**config.mk**
```make
export PLATFORM = sky130hd
export DESIGN_NAME = i2s_tx_ctrl
export DESIGN_NICKNAME = d
export VERILOG_FILES = /design/src/rtl/audio_pkg.sv /design/src/rtl/i2s_tx_ctrl_buf.sv /design/src/rtl/i2s_tx_ctrl.sv
export SDC_FILE = /design/constraint.sdc
export NUM_CORES = 1
export LEC_CHECK = 0
export CAP_MARGIN = 10
export CORE_MARGIN = 2
export CORE_UTILIZATION = 50
export CTS_BUF_LIST = sky130_fd_sc_hd__clkbuf_8
export DETAILED_ROUTE_END_ITERATION = 16
export PLACE_DENSITY = 0.8
export SLEW_MARGIN = 20
export SYNTH_ARGS = -nofsm -noshare
export SYNTH_HDL_FRONTEND = slang
export SYNTH_SLANG_ARGS = --single-unit
```
**constraint.sdc**
```tcl
create_clock -name clk -period 2.5 [get_ports clk]
set_input_delay 0.375 -clock clk [delete_from_list [all_inputs] [get_ports clk]]
set_output_delay 0.375 -clock clk [all_outputs]
set_load 0.01 [all_outputs]
```
**src/rtl/audio_pkg.sv**
```systemverilog
`default_nettype none
// ============================================================================
//  Package    : audio_pkg
//  Description: Shared audio definitions for the I2S playback path. Holds the
//               default sample/slot geometry, the stereo pair record and the
//               transmitter state encoding.
//  Revision   : 1.0 - initial release
// ============================================================================
package audio_pkg;

    localparam int c_DEF_SAMPLE_W  = 16;   // bits per channel sample
    localparam int c_DEF_SLOT_BITS = 32;   // bck periods per channel slot
    localparam int c_DEF_UCNT_W    = 16;   // underrun counter width

    typedef struct packed {
        logic [c_DEF_SAMPLE_W-1:0] l;
        logic [c_DEF_SAMPLE_W-1:0] r;
    } stereo_t;

    typedef enum logic {
        IDLE = 1'b0,
        RUN  = 1'b1
    } i2s_state_t;

endpackage : audio_pkg
`default_nettype wire

```
**src/rtl/i2s_tx_ctrl_buf.sv**
```systemverilog
`default_nettype none
// ============================================================================
//  Module     : i2s_sample_buf
//  Description: One-deep holding register for a stereo pair with a
//               valid/ready push side and a pop strobe issued at each frame
//               boundary. When the register is empty and a push lands in the
//               pop cycle, the incoming pair bypasses the register.
//  Revision   : 1.0 - initial release
//
//  Ports
//    clk           in   system clock
//    reset         in   synchronous, active-high
//    i_push_valid  in   producer has a pair
//    i_push_data   in   {left, right} pair
//    o_push_ready  out  holding register empty
//    i_pop         in   frame boundary: hand a pair to the serialiser
//    o_pop_hit     out  a pair is available this cycle (held or bypassed)
//    o_pop_data    out  pair handed out on a pop
// ============================================================================
module i2s_sample_buf
    import audio_pkg::*;
#(
    parameter int SAMPLE_W = c_DEF_SAMPLE_W
) (
    input  logic                  clk,
    input  logic                  reset,
    input  logic                  i_push_valid,
    input  logic [2*SAMPLE_W-1:0] i_push_data,
    output logic                  o_push_ready,
    input  logic                  i_pop,
    output logic                  o_pop_hit,
    output logic [2*SAMPLE_W-1:0] o_pop_data
);

    logic                  r_held_valid;
    logic [2*SAMPLE_W-1:0] r_held_data;
    logic                  w_accept;

    assign o_push_ready = ~r_held_valid;
    assign w_accept     = i_push_valid & ~r_held_valid;

    // A held pair always wins; otherwise the pair being accepted right now
    // is passed straight through (bypass path).
    assign o_pop_hit  = r_held_valid | w_accept;
    assign o_pop_data = r_held_valid ? r_held_data : i_push_data;

    always_ff @(posedge clk) begin
        if (reset) begin
            r_held_valid <= 1'b0;
            r_held_data  <= '0;
        end else if (i_pop) begin
            // Either the held pair leaves, or a same-cycle push bypassed it;
            // in both cases the register ends up empty.
            r_held_valid <= 1'b0;
            r_held_data  <= '0;
        end else if (w_accept) begin
            r_held_valid <= 1'b1;
            r_held_data  <= i_push_data;
        end
    end

endmodule : i2s_sample_buf
`default_nettype wire

```
**src/rtl/i2s_tx_ctrl.sv**
```systemverilog
`default_nettype none
// ============================================================================
//  Module     : i2s_tx_ctrl
//  Description: I2S stereo transmitter sequencer in the clk domain. Detects
//               bck falling edges, runs the frame bit counter, generates lrck
//               and the MSB-first serial data with the I2S one-bit delay, and
//               fetches one stereo pair per frame from a one-deep buffer.
//  Revision   : 1.0 - initial release
//
//  Ports
//    clk           in   system clock
//    reset         in   synchronous, active-high
//    bck           in   bit clock, synchronous to clk
//    enable        in   run playback
//    sample_valid  in   upstream pair valid
//    sample_l/_r   in   left/right sample, two's complement
//    sample_ready  out  holding register empty
//    lrck          out  word select, 0 = left, 1 = right
//    sdata         out  serial data to the DAC
//    frame_start   out  1-clk pulse at each frame boundary
//    underrun      out  1-clk pulse: frame started with no pair available
//    underrun_cnt  out  saturating underrun count
// ============================================================================
module i2s_tx_ctrl
    import audio_pkg::*;
#(
    parameter int SAMPLE_W  = c_DEF_SAMPLE_W,
    parameter int SLOT_BITS = c_DEF_SLOT_BITS,
    parameter int UCNT_W    = c_DEF_UCNT_W
) (
    input  logic                clk,
    input  logic                reset,
    input  logic                bck,
    input  logic                enable,
    input  logic                sample_valid,
    input  logic [SAMPLE_W-1:0] sample_l,
    input  logic [SAMPLE_W-1:0] sample_r,
    output logic                sample_ready,
    output logic                lrck,
    output logic                sdata,
    output logic                frame_start,
    output logic                underrun,
    output logic [UCNT_W-1:0]   underrun_cnt
);

    localparam int                 c_CNT_W    = $clog2(2 * SLOT_BITS);
    localparam logic [c_CNT_W-1:0] c_CNT_LAST = c_CNT_W'(2 * SLOT_BITS - 1);
    localparam logic [c_CNT_W-1:0] c_SLOT     = c_CNT_W'(SLOT_BITS);

    // The slot must hold the delay bit plus the whole sample.
    generate
        if (SLOT_BITS < SAMPLE_W + 1) begin : g_bad_slot_bits
            $error("i2s_tx_ctrl: SLOT_BITS must be >= SAMPLE_W+1");
        end
    endgenerate

    i2s_state_t            r_state;
    i2s_state_t            w_state_nxt;
    logic [c_CNT_W-1:0]    r_bit_cnt;
    logic [c_CNT_W-1:0]    w_bit_cnt_nxt;
    logic                  w_boundary;

    logic                  r_bck_q;
    logic                  w_bck_fall;

    logic [SAMPLE_W-1:0]   r_cur_l;
    logic [SAMPLE_W-1:0]   r_cur_r;
    logic                  w_pop_hit;
    logic [2*SAMPLE_W-1:0] w_pop_data;

    logic                  w_slot_r;
    logic [c_CNT_W-1:0]    w_pos;
    logic [SAMPLE_W-1:0]   w_word;
    logic                  w_sbit;

    logic                  r_lrck;
    logic                  r_sdata;
    logic                  r_underrun;
    logic [UCNT_W-1:0]     r_ucnt;

    // ------------------------------------------------------------------
    // bck falling-edge detect
    // ------------------------------------------------------------------
    always_ff @(posedge clk) begin
        if (reset) begin
            r_bck_q <= 1'b0;
        end else begin
            r_bck_q <= bck;
        end
    end

    assign w_bck_fall = r_bck_q & ~bck;

    // ------------------------------------------------------------------
    // Frame FSM and bit counter
    // ------------------------------------------------------------------
    always_ff @(posedge clk) begin
        if (reset) begin
            r_state   <= IDLE;
            r_bit_cnt <= '0;
        end else begin
            r_state   <= w_state_nxt;
            r_bit_cnt <= w_bit_cnt_nxt;
        end
    end

    always_comb begin
        w_state_nxt   = r_state;
        w_bit_cnt_nxt = r_bit_cnt;
        w_boundary    = 1'b0;
        case (r_state)
            IDLE: begin
                if (w_bck_fall && enable) begin
                    w_state_nxt   = RUN;
                    w_bit_cnt_nxt = '0;
                    w_boundary    = 1'b1;
                end
            end
            RUN: begin
                if (w_bck_fall) begin
                    if (r_bit_cnt == c_CNT_LAST) begin
                        w_bit_cnt_nxt = '0;
                        // Enable is only looked at on the wrap, so a
                        // mid-frame deassert still finishes the frame.
                        if (enable) begin
                            w_boundary = 1'b1;
                        end else begin
                            w_state_nxt = IDLE;
                        end
                    end else begin
                        w_bit_cnt_nxt = r_bit_cnt + c_CNT_W'(1);
                    end
                end
            end
        endcase
    end

    // ------------------------------------------------------------------
    // Stereo pair buffer
    // ------------------------------------------------------------------
    i2s_sample_buf #(
        .SAMPLE_W     (SAMPLE_W)
    ) u_buf (
        .clk          (clk),
        .reset        (reset),
        .i_push_valid (sample_valid),
        .i_push_data  ({sample_l, sample_r}),
        .o_push_ready (sample_ready),
        .i_pop        (w_boundary),
        .o_pop_hit    (w_pop_hit),
        .o_pop_data   (w_pop_data)
    );

    // Current frame's pair, plus underrun bookkeeping. A boundary with no
    // pair available plays a mute frame.
    always_ff @(posedge clk) begin
        if (reset) begin
            r_cur_l    <= '0;
            r_cur_r    <= '0;
            r_underrun <= 1'b0;
            r_ucnt     <= '0;
        end else begin
            r_underrun <= w_boundary & ~w_pop_hit;
            if (w_boundary) begin
                if (w_pop_hit) begin
                    r_cur_l <= w_pop_data[2*SAMPLE_W-1:SAMPLE_W];
                    r_cur_r <= w_pop_data[SAMPLE_W-1:0];
                end else begin
                    r_cur_l <= '0;
                    r_cur_r <= '0;
                    if (r_ucnt != {UCNT_W{1'b1}}) begin
                        r_ucnt <= r_ucnt + UCNT_W'(1);
                    end
                end
            end
        end
    end

    // ------------------------------------------------------------------
    // Serialiser: slot position 0 is the I2S delay bit, positions
    // 1..SAMPLE_W carry the sample MSB first, the rest of the slot is 0.
    // ------------------------------------------------------------------
    always_comb begin
        w_slot_r = (r_bit_cnt >= c_SLOT);
        w_pos    = w_slot_r ? (r_bit_cnt - c_SLOT) : r_bit_cnt;
        w_word   = w_slot_r ? r_cur_r : r_cur_l;
        w_sbit   = 1'b0;
        for (int i = 0; i < SAMPLE_W; i++) begin
            if (w_pos == c_CNT_W'(SAMPLE_W - i)) begin
                w_sbit = w_word[i];
            end
        end
    end

    // Pins are registered from the counter, so they move one clk after the
    // counter does (two clk after bck falls).
    always_ff @(posedge clk) begin
        if (reset) begin
            r_lrck  <= 1'b0;
            r_sdata <= 1'b0;
        end else begin
            r_lrck  <= (r_state == RUN) & w_slot_r;
            r_sdata <= (r_state == RUN) & w_sbit;
        end
    end

    assign lrck         = r_lrck;
    assign sdata        = r_sdata;
    assign frame_start  = w_boundary;
    assign underrun     = r_underrun;
    assign underrun_cnt = r_ucnt;

endmodule : i2s_tx_ctrl
`default_nettype wire

```
==> results.md <==
Critical path:
- In this run the critical register-to-register path is launched from r_bit_cnt[1]$_SDFFE_PP0P_.
- Data arrives at the worst endpoint at 1850 ps.
- The worst setup slack for register-to-register paths is 280 ps.
- The largest driver fanout on the critical path is 4.
- In this run the critical register-to-register path is captured at u_buf.r_held_data[18]$_SDFFE_PP0P_.
- STA classifies the critical path endpoint as a primary output.
- The setup path with the least slack is of type reg2out.
- The kind of start point of the critical path is a flop.
- At the worst endpoint, the required time is 2120 ps.
- In this run the worst setup path begins at r_bit_cnt[1]$_SDFFE_PP0P_.
- The worst register-to-register path has a depth of 9.

Cells and area:
- The layout overhead on the synthesized area is 21.0%.
- The finished layout holds 653 standard cells, fillers aside.
- The layout net count is 585.
- Of the cells placed in the final design, the portion with a size suffix greater than 1 is 0.104.
- The share of the core filled with cells is 0.616.
- The number of antenna diodes in the final layout is 0.

STA:
- Setup repair after global routing left no endpoint under its margin.
- Hold timing on the final database bottoms out at a slack of 448 ps.
- The timing-limited maximum frequency is 0.450 GHz.
- Setup violations remaining at the end of the flow were counted as 0.
- At the pin with the least slew margin, the transition time is 526 ps.
- The number of hold violations in the final report is 0.
- Of the available clock period, the critical path in the final layout requires 0.888.
- The worst path needs 2220 ps of the cycle, external delays included.
- On the final layout, the worst clock skew is 13.1 ps.
- After routing, the total negative slack on setup checks comes to 0 ps.
- The number of pins with negative max-slew slack in the final report is 0.
- Headroom to the max-slew limit came out at 0.649.

Synth:
- The synthesized design contains 92 register bits.
- Counting every net in the synthesized netlist gives 541.
- The number of distinct library cells after synthesis is 49.
- By area the synthesized netlist is led by sky130_fd_sc_hd__dfxtp_1 44%, sky130_fd_sc_hd__nand2_1 11%, sky130_fd_sc_hd__a311oi_1 6.8%.
- The async set-reset flop share out of synthesis is 0.
- The largest total area in the synthesized netlist belongs to sky130_fd_sc_hd__dfxtp_1.
- The number of cells produced by synthesis is 499.
- The sequential share of the synthesized area is 0.445.
- The flip-flop cell with the highest count after synthesis is sky130_fd_sc_hd__dfxtp_1.
- A synthesized cell averages 8.30 um2.
- During synthesis, Yosys emitted a total of 0 warnings.
- The netlist area before placement is 4140 um2.
- The share of Yosys cell area claimed by the top area cell type is 0.445.
- The synthesized design contains 0 enable-type register cells.

Global route:
- The first-pass GRT wire length is 14,900 um.
- The number of antenna violations at the first check in global routing came to 1.
- After global routing the overflow that remains totals 0.
- Across every metal layer, demand over resource in global routing totals 0.209.
- The number of global-route vias before repair is 3,204.
- The maximum number of pins on one net before global-route repair is 66.

Status:
- The flow ran to the end, and the final reports show no timing, DRC or antenna violations.

Detailed routing:
- The met1 layer wirelength in the final routing is 4120 um.
- Before antenna repair, the detailed router went through 6 iterations.
- After detailed routing, the number of remaining DRC violations is 0.
- The final wirelength is 9080 um.
- The DRC violation total after the first TritonRoute iteration is 217.
- Once detail routing completed, the nets flagged for antenna violations numbered 0.
- Signal routing reaches up to met4.
- The routed design uses roughly 4400 um of met2 wire.
- The routed via count divided by cell count is about 5.4.
- The final route contains 3,530 vias.
- The met3 routed wirelength is 410 um.
- The routed wire length per instance is 13.9 um.

Min path:
- The path class of the tightest hold or removal check is in2reg.
- The worst hold path passes through 2 cells.
- The path with the worst hold slack has its endpoint at r_bit_cnt[0]$_SDFFE_PP0P_.
- The hold path startpoint is reset.

Pwr:
- The switching power is 0.000681 W.
- The total power of the final layout is 0.00287 W.
- Of the total power, the clock network draws 0.376.
- The share of total power dissipated in sequential elements is 0.538.
- Of the total power, the share spent switching nets is 0.238.
- The internal power of the cells totals between 0.002 and 0.0025 W.
- The combinational group share of total power is 0.086.
- The highest ir drop seen on vdd is 0.000278 V.
- Power spread over the standard cell area amounts to between 500 and 600 nW/um2.
- Summed over all cells, the static leakage comes to 1.64 nW.

Placement:
- The final weighted congestion of routability-driven global placement is 0.848.
- Including well taps, the total number of placed cells is between 600 and 700.
- Once detailed placement completed, the half-perimeter wirelength came to 6230 um.
- The port buffer count is 57.

Floorplanning:
- The die is 95.0 um tall.
- For this configuration, the core starts out at a cell density of 0.509.
- The number of placement rows is 33.
- From left edge to right edge, the die measures 95.0 um.
- The core region is 8130 um2.
- In this run the count of I/O pins placed on the die edge is 58.
- The die covers 9020 um2.

Clock tree:
- The level count of the clock H-tree is 3.
- The TritonCTS clock tree is yes.
- The later-pin clock latency in the skew report is 370 ps.
- The buffer depth of the longest clock path is 2.
- After clock tree synthesis, the clock-pin slew on the worst setup and hold paths is 80 ps.
- Clock tree synthesis inserted a total of 9 buffers.
- The tree is rooted in a sky130_fd_sc_hd__clkbuf_8.
- Counting every sink on the clock net gives 92.

Flow run:
- Max-cap violations in this run came to 0.
[cells in the mapped netlist, types with 6 or more instances]
| cell | number |
|---|---|
| sky130_fd_sc_hd__dfxtp_1 | 92 |
| sky130_fd_sc_hd__clkbuf_1 | 22 |
| sky130_fd_sc_hd__buf_2 | 8 |
| sky130_fd_sc_hd__mux2_2 | 8 |
| sky130_fd_sc_hd__mux2i_1 | 9 |
| sky130_fd_sc_hd__xnor2_1 | 16 |
| sky130_fd_sc_hd__nor3_2 | 6 |
| sky130_fd_sc_hd__buf_4 | 7 |
| sky130_fd_sc_hd__nor2_1 | 63 |
| sky130_fd_sc_hd__a21oi_1 | 40 |
| sky130_fd_sc_hd__a311oi_1 | 32 |
| sky130_fd_sc_hd__nand2_1 | 117 |
| sky130_fd_sc_hd__inv_1 | 8 |
[critical path, cell delays in order, from the launching register on]
cell and delay [ps]:
sky130_fd_sc_hd__dfxtp_1 390, sky130_fd_sc_hd__ha_1 230, sky130_fd_sc_hd__nand3_2 130, sky130_fd_sc_hd__o21ai_4 210, sky130_fd_sc_hd__nor2b_4 240, sky130_fd_sc_hd__dlygate4sd2_1 290
[state kept, by name, indices dropped and copies added (netlist names)]
name,flops
r_cur_l,16
underrun,1
r_bck_q,1
underrun_cnt,16
lrck,1
u_buf.r_held_data,32
r_bit_cnt,6
u_buf.r_held_valid,1
r_state,1
sdata,1
r_cur_r,16
[what timing repair did]
item | in CTS | in global routing
setup endpoints to repair | 1 | 0
resized for setup | 2 | 0
hold buffers | 0 | 0
setup buffers | 1 | 0
hold endpoints to repair | 0 | 0
[metrics by stage]
step	worst slack (ps)	area [um2]
2_1_floorplan	661	4140
3_3_place_gp	278	4780
3_5_place_dp	231	4780
4_1_cts	267	5010
5_1_grt	131	5010
6_report	280	5010
[layout by cell type (no fill, tap or decap), types with 2 or more instances in the layout]
master and instances:
sky130_fd_sc_hd__nand3_2 2, sky130_fd_sc_hd__xnor2_1 16, sky130_fd_sc_hd__a21oi_1 40, sky130_fd_sc_hd__nand3_1 5, sky130_fd_sc_hd__nand2_1 117, sky130_fd_sc_hd__a311oi_1 32
sky130_fd_sc_hd__clkdlybuf4s50_1 55, sky130_fd_sc_hd__clkinvlp_4 2, sky130_fd_sc_hd__and2_1 2, sky130_fd_sc_hd__nor2b_1 4, sky130_fd_sc_hd__bufinv_16 2, sky130_fd_sc_hd__o21ai_0 5
sky130_fd_sc_hd__nor4_2 2, sky130_fd_sc_hd__a31oi_1 4, sky130_fd_sc_hd__inv_1 9, sky130_fd_sc_hd__buf_12 2, sky130_fd_sc_hd__mux2_2 8, sky130_fd_sc_hd__clkbuf_8 9
sky130_fd_sc_hd__nor3_2 6, sky130_fd_sc_hd__nor2_1 63, sky130_fd_sc_hd__and3_1 2, sky130_fd_sc_hd__buf_4 12, sky130_fd_sc_hd__nor4_1 5, sky130_fd_sc_hd__nor3_1 5
sky130_fd_sc_hd__ha_1 5, sky130_fd_sc_hd__nand4_1 2, sky130_fd_sc_hd__dfxtp_1 92, sky130_fd_sc_hd__a211oi_1 2, sky130_fd_sc_hd__nand2b_1 2, sky130_fd_sc_hd__mux2i_1 9
sky130_fd_sc_hd__a22oi_1 2
[how the worst max path moves through the flow]
stage,end,slack [ps],cells past startpoint
floorplan,frame_start,660,7
CTS,frame_start,270,5
finish,frame_start,280,5
global route,u_buf.r_held_data[15]$_SDFFE_PP0P_,130,9
detailed placement,underrun_cnt[14]$_SDFFE_PP0P_,230,6
global placement,frame_start,280,5
[per-layer routing]
metal	up-vias	GRT usage
li1	1804	-
met1	1626	0.264
met2	87	0.346
met3	13	0.0399
met4	0	0.0906
met5	-	0
[cells by family after synthesis]
| family | synth area share |
|---|---|
| muxes | 0.0435 |
| adders and majority gates | 0.0151 |
| DFF | 0.445 |
| buffers and inverters | 0.0523 |
| xor gates and xnor gates | 0.0338 |
| and+or+nand+nor | 0.256 |
| AOI/OAI and AO/OA | 0.154 |
[power by group through the flow]
stage               sequential, W  clock (W)  combinational, W
detailed placement        0.00158          0          0.000247
CTS                       0.00154    0.00110          0.000248
global route              0.00155    0.00116          0.000274
floorplan                 0.00157          0          0.000146
global placement          0.00157          0          0.000242
finish                    0.00154    0.00108          0.000246
[cell type report]
type                       instances  area [um2]
multi-input combinational        361        2100
clock buffer                       9         124
sequential                        92        1840
timing repair buffer              71         694
inverter                           8        30.0
clock inverter                     7        92.6
tap                              105         131
fill                             700        3120
Power figures use the tool's default switching activity.
==> variant 1: new RTL, same settings <==
Change the package constant `c_DEF_SLOT_BITS` from 32 to 64.
--- a/src/rtl/audio_pkg.sv
+++ b/src/rtl/audio_pkg.sv
@@ -10,5 +10,5 @@
 
     localparam int c_DEF_SAMPLE_W  = 16;   // bits per channel sample
-    localparam int c_DEF_SLOT_BITS = 32;   // bck periods per channel slot
+    localparam int c_DEF_SLOT_BITS = 64;   // bck periods per channel slot
     localparam int c_DEF_UCNT_W    = 16;   // underrun counter width
 
Check against the original RTL: same outputs for any inputs over 10 cycles, from zero or initial values and one cycle with reset high; that may be too few to reach the edited logic, so the function may still have changed.
==> variant 1 against the original RTL <==
Total power fell by 5.1%. Sequential cell count up 1. Setup slack got worse by 0.011 ns. Final cell count shrank 0.15%. Synthesized area stayed put. Cell area down 1.8%. Routed wire length is 4.0% higher. Critical path type unchanged.
==> variant 1: results (changes against the original RTL) <==
----------------------------------------------------
[Pwr]
  VDD IR max ... 287 uV (+3.2%)
  Lkg Pwr ... 1.67 nW (+1.4%)

[Timing]
  Worst Clk Skew ... 0.0116 ns (-0.00145 ns)
  Transition at the pin with the smallest max-transition slack ... 0.643 ns (+0.117 ns)

[Clocking]
  Root Buffer Master ... clkbuf_8

[Detailed routing]
  Router iterations before antenna repair ... 5 (-1)
  Routed wirelength normalized by instance count ... 14.5 um (+4.2%)
  Via count of the routed design ... 3574 (+1.2%)

[Placement]
  Last weighted congestion value of the routability-driven placer ... 0.840 (-0.96%)
  Cell area reported after detailed placement ... 4740 um2 (-0.92%)
  Half-perimeter wire length after placement ... 6.44 mm (+3.4%)

[Logic synthesis]
  Sequential area share after synthesis ... 45.0% (+0.48 points)
  Proportion of synthesized flip-flops having asynchronous set or reset ... 0% (unchanged)
  Nets in the synthesized netlist ... 540 (-0.18%)
  Leading cell types by count after synthesis ... nand2_1, dfxtp_1, nor2_1
  Number of different library cells in the post-synthesis netlist ... 47 (-4.1%)

[Finish]
  Share of layout cells above drive strength 1 ... 8.23% (-2.2 points)
  Flip-flop count of the largest register after layout ... 32 (unchanged)
  Net total in the final layout ... 584 (-0.17%)

[GRT]
  Total track usage ... 22.3% (+1.4 points)
  Number of antenna violations at the first check in global routing ... 0 (-1)
  Global-route wire length before repair ... 15.7 mm (+5.5%)
  Pin count of the biggest net entering global routing ... 36 (-45%)

[Outcome]
  Result of the run ... finished clean

[Setup path]
  Gate family responsible for the most delay along the worst path ... simple AND/OR/NAND/NOR gates
  Cell with the largest stage delay on the worst path ... dfxtp_2
  Largest fanout of any net on the critical path ... 5 (+1)

[Hold path]
  Class of the worst hold path ... reg2reg

----------------------------------------------------
-- variant 1: kinds of logic (layout without fill, tap and decap cells) --
| logic type | Yosys count | in the layout | synth area share, % |
|---|---|---|---|
| buf+inv | 42 | 91 | 5.41 |
| flops | 93 | 93 | 45.0 |
| simple gates | 234 | 234 | 25.2 |
| mux | 18 | 18 | 4.50 |
| xor+xnor | 17 | 17 | 3.60 |
| compound gates | 89 | 89 | 14.8 |
| fa+ha+maj | 5 | 5 | 1.51 |
-- variant 1: final timing paths --
kind	start	end	slack, ns	cells after the start
setup / recovery	r_bit_cnt[0]	frame_start	0.27	5
hold / removal	u_buf.r_held_data[10]	u_buf.r_held_data[10]	0.46	2
setup reg to reg	underrun_cnt[0]	underrun_cnt[0]	0.32	7
hold reg to reg	u_buf.r_held_data[10]	u_buf.r_held_data[10]	0.46	2
-- variant 1: layout make-up --
cell class,instances,area (um2)
fill,697,3220
multi-input combinational,363,2060
sequential,93,1860
timing repair buffer,71,669
clock buffer,10,138
tap,105,131
clock inverter,6,38.8
inverter,4,15.0
-- variant 1: power breakdown --
group	leakage, nW	switching, mW	total, mW	internal [mW]
Clock	0.0938	0.527	0.914	0.387
Sequential	0.757	0.0288	1.56	1.53
Combinational	0.815	0.139	0.248	0.109
Total	1.67	0.695	2.72	2.03
-- variant 1: layer usage --
metal	part of all wire, %	routed length, um	GRT usage (%)	vias up
li1	-	-	-	1805
met1	46	4330	28.9	1683
met2	48	4520	35.4	75
met3	4.5	427	4.47	11
met4	1.7	163	10.9	0
met5	0	0	0	-
-- variant 1: what timing repair did --
item / CTS / global route
buffers inserted: 0 / 0
endpoints found under the setup margin: 1 / 0
resized for setup: 4 / 0
-- variant 1: through the flow --
stage | hold WS [ns] | cells | setup slack (ns) | power, mW
after global routing | 0.476 | 652 | 0.120 | 2.83
final | 0.460 | 652 | 0.269 | 2.72
after detailed placement | 0.447 | 636 | 0.238 | 1.84
after CTS | 0.459 | 652 | 0.271 | 2.74
after global placement | 0.441 | 636 | 0.233 | 1.83
after floorplan | 0.436 | 498 | 0.712 | 1.74
-- variant 1: worst register-to-register path, cell delays in order (launching register included) --
cell	delay, ns
dfxtp_1	0.43
ha_1	0.20
nand3_1	0.13
nor3_2	0.34
nand3_1	0.45
nand2_1	0.27
xor2_1	0.18
nor2_1	0.06
==> variant 2: new RTL, same flow settings <==
Without the edit above. Remove the register `r_underrun`: a continuous assignment takes its place, so the output `underrun` follows one clock earlier.
--- a/src/rtl/i2s_tx_ctrl.sv
+++ b/src/rtl/i2s_tx_ctrl.sv
@@ -158,8 +158,6 @@
             r_cur_l    <= '0;
             r_cur_r    <= '0;
-            r_underrun <= 1'b0;
             r_ucnt     <= '0;
         end else begin
-            r_underrun <= w_boundary & ~w_pop_hit;
             if (w_boundary) begin
                 if (w_pop_hit) begin
@@ -177,4 +175,6 @@
     end
 
+    assign r_underrun = w_boundary & ~w_pop_hit;
+
     // ------------------------------------------------------------------
     // Serialiser: slot position 0 is the I2S delay bit, positions
Check against the original RTL: not equivalent (a bounded check fails within 4 cycles, from zero or initial values and one cycle with reset high).
==> variant 2 against the original RTL <==
Total power down 3.8%. Sequential cell count decreased by 1. Setup slack worse by 0.13 ns. Routed wire length up 5.1%. Cell area down 0.97%. Clock power fell by 9%. First-iteration DRC count increased by 4.6%. Final cell count shrank 0.61%. Synthesized area down 1.9%. Largest power group unchanged.
==> variant 2: results (changes against the original RTL) <==
----------------------------------------------------
[Detailed routing]
  Via count of the routed design ... 3715 (+5.2%)
  Router iterations before antenna repair ... 5 (-1)
  Routed wirelength normalized by instance count ... 14.7 um (+5.7%)
  Violation count after the first detailed-route iteration ... 227 (+4.6%)

[GRT]
  Total track usage ... 23.1% (+2.3 points)
  Global-route wire length before repair ... 16.3 mm (+9.4%)
  Number of antenna violations at the first check in global routing ... 0 (-1)
  Number of global-route vias before repair ... 3481 (+8.6%)

[Pwr]
  Register share of total power ... 55.3% (+1.5 points)
  Internal power ... 2.07 mW (-5.3%)
  Part of the power in the clock network ... 35.6% (-2.0 points)
  VDD IR max ... 256 uV (-7.7%)
  Lkg Pwr ... 1.60 nW (-2.6%)

[Setup path]
  Delay of the slowest cell on the worst path ... 0.59 ns (+0.20 ns)
  Path type of the worst setup path ... reg2reg
  FF-to-FF Start ... r_bit_cnt[0]
  Cell with the largest stage delay on the worst path ... or4_4
  Worst Setup EP ... underrun_cnt[6]
  Crit Reg-Reg Endpoint ... underrun_cnt[6]
  Gate family responsible for the most delay along the worst path ... simple AND/OR/NAND/NOR gates
  Largest fanout of any net on the critical path ... 11 (+7)
  FF-to-FF setup slack ... 0.15 ns (-0.13 ns)
  Worst Reg2Reg Path Length in Cells ... 7 (-2)

[Logic synthesis]
  Sequential area share after synthesis ... 44.9% (+0.37 points)
  Syn. warnings ... 0 (unchanged)
  Number of different library cells in the post-synthesis netlist ... 47 (-4.1%)
  Nets in the synthesized netlist ... 535 (-1.1%)
  Top post-synthesis cells by area ... dfxtp_1, nand2_1, a311oi_1
  Leading cell types by count after synthesis ... nand2_1, dfxtp_1, nor2_1

[Placement]
  Cell area reported after detailed placement ... 4760 um2 (-0.34%)
  Last weighted congestion value of the routability-driven placer ... 0.842 (-0.71%)
  Half-perimeter wire length after placement ... 6.40 mm (+2.8%)

[Timing]
  Worst Clk Skew ... 0.00875 ns (-0.00434 ns)
  Transition at the pin with the smallest max-transition slack ... 0.693 ns (+0.167 ns)
  Min Hold Slack ... 0.456 ns (+0.00743 ns)

[Outcome]
  Result of the run ... finished clean

[Hold path]
  Hold EP ... u_buf.r_held_data[28]
  Worst Hold Launch ... u_buf.r_held_data[28]
  Class of the worst hold path ... reg2reg

[Finish]
  Share of layout cells above drive strength 1 ... 9.51% (-0.90 points)
  Net total in the final layout ... 584 (-0.17%)

[Clocking]
  Maximum count of clock buffers along a single path ... 2 (unchanged)

----------------------------------------------------
==> variant 2: worst register-to-register path: cells and delay by family (launching register included) <==
kind	cells	cell delay [ns]
AND/OR/NAND/NOR	3	1.10
adder cells (fa/ha/maj)	1	0.21
AO/OA/AOI/OAI	2	0.40
flip-flops	1	0.38
buffers and inverters	1	0.20
==> variant 2: kinds of logic (layout without fill, tap and decap cells) <==
family / after synthesis / after routing / synth area share [%]
AOI/OAI and AO/OA: 113 / 113 / 18.8
xor gates and xnor gates: 3 / 3 / 0.647
adders and majority gates: 5 / 5 / 1.54
buffers and inverters: 46 / 100 / 4.78
DFF: 91 / 91 / 44.9
muxes: 19 / 19 / 4.81
and+or+nand+nor: 216 / 216 / 24.6
==> variant 2: cell type report <==
type,count,area (um2)
flip-flops and latches,91,1820
clock buffers,9,124
multi-input cells,356,2060
clock inverters,7,67.6
repair buffers,75,723
well taps,102,128
fillers,679,2850
inverters,9,33.8
==> variant 2: through the flow <==
step                instances  power (mW)  setup slack, ns
floorplan                 493        1.69            0.274
global placement          633        1.80           0.0655
detailed placement        633        1.81           0.0557
CTS                       649        2.78            0.117
global route              649        2.87           0.0122
finish                    649        2.76            0.150
==> variant 2: timing repair <==
item / 4_1_cts / 5_1_grt
gates resized for setup: 4 / 2
buffers inserted: 0 / 0
setup endpoints to repair: 2 / 5
==> variant 2: per-layer routing <==
| metal | wire length (um) | GRT usage [%] | vias up |
|---|---|---|---|
| met3 | 488 | 3.77 | 19 |
| met2 | 4630 | 38.1 | 109 |
| met4 | 201 | 9.42 | 0 |
| met1 | 4220 | 30.1 | 1733 |
| li1 | - | - | 1854 |
| met5 | 0 | 0 | - |
